### config.mk
export PLATFORM = sky130hd
export DESIGN_NAME = piso_serializer
export DESIGN_NICKNAME = d
export VERILOG_FILES = /design/src/rtl/piso_serializer.sv
export SDC_FILE = /design/constraint.sdc
export NUM_CORES = 1
export LEC_CHECK = 0
export CELL_PAD_IN_SITES_DETAIL_PLACEMENT = 2
export CELL_PAD_IN_SITES_GLOBAL_PLACEMENT = 2
export CORE_UTILIZATION = 35
export DETAILED_ROUTE_END_ITERATION = 10
export DONT_BUFFER_PORTS = 1
export PLACE_DENSITY = 0.67
export SYNTH_ARGS = -nofsm -noshare
export SYNTH_HDL_FRONTEND = slang
export SYNTH_SLANG_ARGS = --single-unit
### constraint.sdc
create_clock -name clock -period 1.2 [get_ports clock]
set_clock_uncertainty 0.05 [all_clocks]
set_input_delay 0.24 -clock clock [delete_from_list [all_inputs] [get_ports clock]]
set_output_delay 0.24 -clock clock [all_outputs]
set_load 0.005 [all_outputs]
### src/rtl/piso_serializer.sv
// piso_serializer
//
// Parallel-in / serial-out converter with a valid/ready load handshake.
// An accepted word is streamed one bit per clock. The first bit appears on
// `out` on the cycle after the handshake. `frame_start` marks the first bit
// and `done` marks the last bit. A new word may be accepted in the last-bit
// cycle, so consecutive words stream with no idle gap.
//
// Build option:
//   PISO_MSB_FIRST_EN  when defined, emit load_data[WIDTH-1] first;
//                      otherwise emit load_data[0] first.
//
// Parameters:
//   WIDTH        bits per parallel word (2..32)
//
// Ports:
//   clock        rising-edge clock
//   reset_n      asynchronous active-low reset
//   load_valid   parallel word offered on load_data
//   load_data    parallel word to serialise
//   load_ready   word can be accepted this cycle (combinational)
//   out          serial data bit (registered)
//   out_valid    out carries a valid bit (registered)
//   frame_start  high with the first bit of each word (registered)
//   done         high with the last bit of each word (registered)

module piso_serializer #(
  parameter int WIDTH = 8
) (
  input  logic             clock,
  input  logic             reset_n,
  input  logic             load_valid,
  input  logic [WIDTH-1:0] load_data,
  output logic             load_ready,
  output logic             out,
  output logic             out_valid,
  output logic             frame_start,
  output logic             done
);

  localparam int CW = (WIDTH > 1) ? $clog2(WIDTH) : 1;
  localparam logic [CW-1:0] PenultIdx = CW'(WIDTH - 2);

  typedef enum logic {IDLE, SHIFT} state_e;

  state_e           state_q, state_d;
  logic [WIDTH-1:0] shift_q, shift_d;
  logic [CW-1:0]    bitCnt_q, bitCnt_d;
  logic             out_q, out_d;
  logic             outValid_q, outValid_d;
  logic             frameStart_q, frameStart_d;
  logic             done_q, done_d;

  logic             handshake;
  logic             loadBit;
  logic [WIDTH-1:0] loadRest;
  logic             nextBit;
  logic [WIDTH-1:0] nextRest;

  // The first bit of a word goes straight into the output register at the
  // handshake. The shift register therefore holds the remaining bits,
  // already pre-shifted.
`ifdef PISO_MSB_FIRST_EN
  assign loadBit  = load_data[WIDTH-1];
  assign loadRest = load_data << 1;
  assign nextBit  = shift_q[WIDTH-1];
  assign nextRest = shift_q << 1;
`else
  assign loadBit  = load_data[0];
  assign loadRest = load_data >> 1;
  assign nextBit  = shift_q[0];
  assign nextRest = shift_q >> 1;
`endif

  // The registered `done` flag is high exactly in the last-bit cycle. That
  // is the only SHIFT cycle in which the next word may be taken.
  assign load_ready = (state_q == IDLE) || done_q;
  assign handshake  = load_valid && load_ready;

  always_comb begin
    state_d      = state_q;
    shift_d      = shift_q;
    bitCnt_d     = bitCnt_q;
    out_d        = 1'b0;
    outValid_d   = 1'b0;
    frameStart_d = 1'b0;
    done_d       = 1'b0;

    if (handshake) begin
      state_d      = SHIFT;
      shift_d      = loadRest;
      bitCnt_d     = '0;
      out_d        = loadBit;
      outValid_d   = 1'b1;
      frameStart_d = 1'b1;
    end else if (state_q == SHIFT) begin
      if (done_q) begin
        state_d  = IDLE;
        bitCnt_d = '0;
      end else begin
        // The counter stops at WIDTH-1. The cycle that reaches it raises
        // done, which ends the word on the following edge.
        shift_d    = nextRest;
        bitCnt_d   = bitCnt_q + 1'b1;
        out_d      = nextBit;
        outValid_d = 1'b1;
        done_d     = (bitCnt_q == PenultIdx);
      end
    end
  end

  always_ff @(posedge clock or negedge reset_n) begin
    if (!reset_n) begin
      state_q      <= IDLE;
      shift_q      <= '0;
      bitCnt_q     <= '0;
      out_q        <= 1'b0;
      outValid_q   <= 1'b0;
      frameStart_q <= 1'b0;
      done_q       <= 1'b0;
    end else begin
      state_q      <= state_d;
      shift_q      <= shift_d;
      bitCnt_q     <= bitCnt_d;
      out_q        <= out_d;
      outValid_q   <= outValid_d;
      frameStart_q <= frameStart_d;
      done_q       <= done_d;
    end
  end

  assign out         = out_q;
  assign out_valid   = outValid_q;
  assign frame_start = frameStart_q;
  assign done        = done_q;

endmodule

; ---- Word level (Yosys, flattened, before mapping)
; Index checks and enable logic that the tools add are counted.
[totals]
regBits = 15
in_bits = 11
out_inout_bits = 5
elab_cells = 30
[classes]
addsub = 1
eq_ne = 2
n_mux = 16
bitwise_logic = 1
n_reduce_logical = 4
[ops]
columns = operator, n
row1 = 8-bit two-way mux, 3
row2 = 1-bit two-way mux, 10
row3 = 3-bit two-way mux, 3
row4 = "3-bit by 1-bit adder with 3-bit output, second input constant", 1
row5 = "3-bit == test, second input constant", 1
row6 = "2-bit by 1-bit inequality test with 1-bit output, second input constant", 1
row7 = 2-bit AND reduction, 1
row8 = 2-bit nonzero test, 1
row9 = 1-bit logical AND, 1
row10 = 1-bit logical OR, 1
row11 = 1-bit NOT, 1

; ---- Longest topological paths before layout
[depth]
depth_word = 5
mapped_depth = 4
depth_no_buf = 3

; ---- Least setup slack after synthesis
; Ideal clock, no wire load.
[synth_path]
path_kind = register to register
from = reg done_q, in the netlist done
to = reg shift_q[0]
setup_ps = 125
arrival_time_ps = 1094
t_required_ps = 1025
path_slack_ps = -69
path_stages_with_launch = 5
n_path_buf = 1
synth_period_minus_slack_ps = 1269
cell_sequence = dfrtp_1 and2b_4 inv_2 buf_6 mux2_4
[synth_via]
elab_chain_len = 4
elab_cells_between_ends = 6
classes_between = 1 x eq/ne / 1 x mux / 4 x reduce/logical
[synth_rtl]
columns = item, line
row1 = "start, declared", 52  ; logic done_q, done_d;
row2 = "start signal, assigned", 128  ; done_q <= done_d;
row3 = 1-bit logical OR (*), 77  ; assign load_ready = (state_q == IDLE) || done_q;
row4 = named net load_ready, 34  ; output logic load_ready,
row5 = 1-bit logical AND (*), 78  ; assign handshake = load_valid && load_ready;
row6 = 2-bit by 1-bit inequality test with 1-bit output (no line) or 2-bit nonzero test (tied branches), n/a
row7 = 2-bit AND reduction (no line), n/a
row8 = "end signal, assigned", 123  ; shift_q <= shift_d;
row9 = "end, declared", 47  ; logic [WIDTH-1:0] shift_q, shift_d;
; The timed path passes the listed nets; every way through them passes the cells marked *.
; A chain may end at the register's enable or synchronous reset.

; ---- Worst setup path in the final report
[layout_path]
from = reg done_q, in the netlist done
to = out load_ready
[layout_via]
elab_chain_len = 1
[layout_rtl]
columns = item, line
row1 = 1-bit logical OR, 77
row2 = "end, declared", 34
; Every way passes these cells.

==> impl_metrics.csv <==
group,metric,value,unit
outcome,status,"finished with violations",
outcome,violations,"negative setup slack",
finish,drive_gt1_share,30.9,%
synth,synth.most_common_cell,"dfrtp_1",
global_route,use_met1,18.7,%
synth,postSynthCellCount,47,
sta,fmax,0.717,GHz
synth,netlist_area,661,sq um
placed_design,dp.cells,74,
sta,layout_setup_ws,-0.196,ns
finish,layoutNonFillerInstCount,80,
global_route,grt_usage,16.3,%
clocking,numClockSinks,14,
global_route,first_global_vias,474,
detailed_routing,drt_iter0_drc,0,
placed_design,dpl.hpwl,969,um
sta,holdWs,0.0164,ns
clocking,htree_num_levels,1,
detailed_routing,routed_wl,1390,um
critical_path,critPathArrivalTime,1.11,ns
synth,yosysTopAreaCell,"dfrtp_1",
detailed_routing,vias,395,
synth,synthTopCellsByCount,"dfrtp_1, mux2_1, mux2_4",
die,die-area,2070,sq um
critical_path,crit_type,"reg -> out",
critical_path,max_stage_delay,0.39,ns
min_path,holdPathStages,1,
critical_path,end_kind,"output pin",
global_route,grt_pass1_wl,2210,um
sta,hold_viol_final,0,
critical_path,crit_buf_inv,2,
critical_path,crit_fanout,5,
pwr,p_leak,0.000373,uW
sta,tightest_slew,0.680,ns
clocking,clkLatencyLatePin,0.28,ns
placed_design,place_ws,-0.000610,ns
clocking,cts_tree,"built",
global_route,antenna_found_initial,0,
synth,yosys_warnings,0,
global_route,gr-usage-met2,26.0,%
synth,synth_flop_cell,"dfrtp_1",
die,start_util,37.8,%
synth,ys_ff_latch,14,
clocking,ctsRootBufferMaster,"clkbuf_4",
detailed_routing,via_per_inst,4.94,
synth,synthesis.nets,60,
pwr,powerDensity,2470,nW/um^2
placed_design,post_dp_cell_area,699,sq um
synth,synthTopCellsByArea,"dfrtp_1, mux2_1, mux2_4",
sta,drv_slew,0,
finish,n_antenna_cell,0,
critical_path,slowest_stage,"dfrtp_1",
critical_path,crit_chain,"and2b_4 -> inv_6 -> buf_6",
sta,grt_setup_unrepaired,"yes",
critical_path,worstSetupStartpointType,"flip-flop",
placed_design,gp_congestion,0.724,
die,rows,15,
synth,syn_avg_cell_area,14.1,sq um
synth,async_flop_share,100,%
sta,fin_tns_setup,-0.960,ns
critical_path,path_depth,3,
die,io_pins,16,
sta,slew_headroom,54.5,%
global_route,grt_max_degree,15,
critical_path,worst-r2r-cell-count,4,
sta,setup_viol,7,
sta,fin_crit_sh,116,%
clocking,clk_pin_slew,0.08,ns
critical_path,path_delay_family,"flip-flops",
finish,areaGrowthSynthToFinish,15.9,%
detailed_routing,drc,0,
detailed_routing,drt_first_pass_iters,1,
detailed_routing,antenna_left,0,
synth,synth-edff-count,0,
detailed_routing,wl_per_cell,17.3,um
placed_design,port_buffers,0,
clocking,cts.path.max_buffers,2,
synth,synth.top_cell.area_share,53.0,%
clocking,cts_made_buffers,3,
sta,post-route-min-period,1.40,ns
finish,postLayoutCellArea,766,sq um
critical_path,cp_data_required_time,0.91,ns
min_path,hold_class,"in -> reg",
pwr,peakVddDrop,0.800,mV
finish,nets,69,
die,coreArea,1750,sq um
flow_run,drv_cap,0,
die,die_h,45.4,um
global_route,busiest_layer,"met2",
synth,seq_area_frac_synth,53.0,%
global_route,grtUsageMet3,4.76,%
synth,ys_types,20,
global_route,grt_overflow_total,0,
die,dieWidth,45.4,um
[power breakdown]
part           switching, uW  internal (uW)  total (uW)
combinational            322            449         771
sequential               123            655         778
clock                    154            185         339
[worst register-to-register path: cells and delay by family (launching register included)]
kind,cells,cell delay [ns]
flip-flops,1,0.39
multiplexers,1,0.30
buffers and inverters,2,0.20
AND/OR/NAND/NOR,1,0.28
[layout make-up]
class | instances | area [sq um]
repair buffers | 6 | 51.3
fillers | 192 | 980
well taps | 25 | 31.3
flip-flops and latches | 14 | 350
inverters | 2 | 12.5
multi-input cells | 29 | 284
clock buffers | 4 | 36.3
[routing by layer]
metal  up-vias  share of wire, %
met5         -                 0
met1       202                40
li1        179                 -
met3         2               3.8
met4         0               1.2
met2        12                55
[flip-flops by register name, indices dropped and copies added, names as in the netlist]
signal	flops
bitCnt_q	3
out	1
frame_start	1
shift_q	7
out_valid	1
done	1
[cell usage in the layout, fill, tap and decap left out, drive strengths merged, types with 2 or more instances in the layout]
| master | instances |
|---|---|
| inv | 2 |
| clkbuf | 4 |
| dfrtp | 14 |
| nand2b | 2 |
| buf | 5 |
| mux2 | 12 |
| ha | 2 |
| nor2 | 2 |
[what timing repair did]
action | in CTS | in global routing
hold endpoints to repair | 14 | 0
hold buffers | 1 | 0
endpoints found under the setup margin | 3 | 7
resized for setup | 4 | 0
buffers inserted | 1 | 0
[stage by stage]
stage / total power, uW / utilization, %
5_1_grt: 1990 / 43.9
6_report: 1890 / 43.9
3_5_place_dp: 1470 / 40.1
3_3_place_gp: 1390 / 40.1
4_1_cts: 1920 / 43.9
2_1_floorplan: 1280 / -
[path summary, 6_finish.rpt]
kind | from | slack [ns] | end
setup reg to reg | done | -0.13 | shift_q[1]
hold reg to reg | shift_q[4] | 0.47 | shift_q[3]
hold / removal | load_valid | 0.02 | out_valid
min in group asynchronous | reset_n | 0.38 | shift_q[0]
setup / recovery | done | -0.20 | load_ready
max in group asynchronous | reset_n | 0.29 | frame_start
[logic make-up after synthesis]
group	Yosys count	synth area share, %
xor gates and xnor gates	1	1.33
and+or+nand+nor	9	8.15
adders and majority gates	2	3.79
AOI/OAI and AO/OA	4	4.36
muxes	13	24.8
buffers and inverters	4	4.54
DFF	14	53.0
Power figures use the tool's default switching activity.
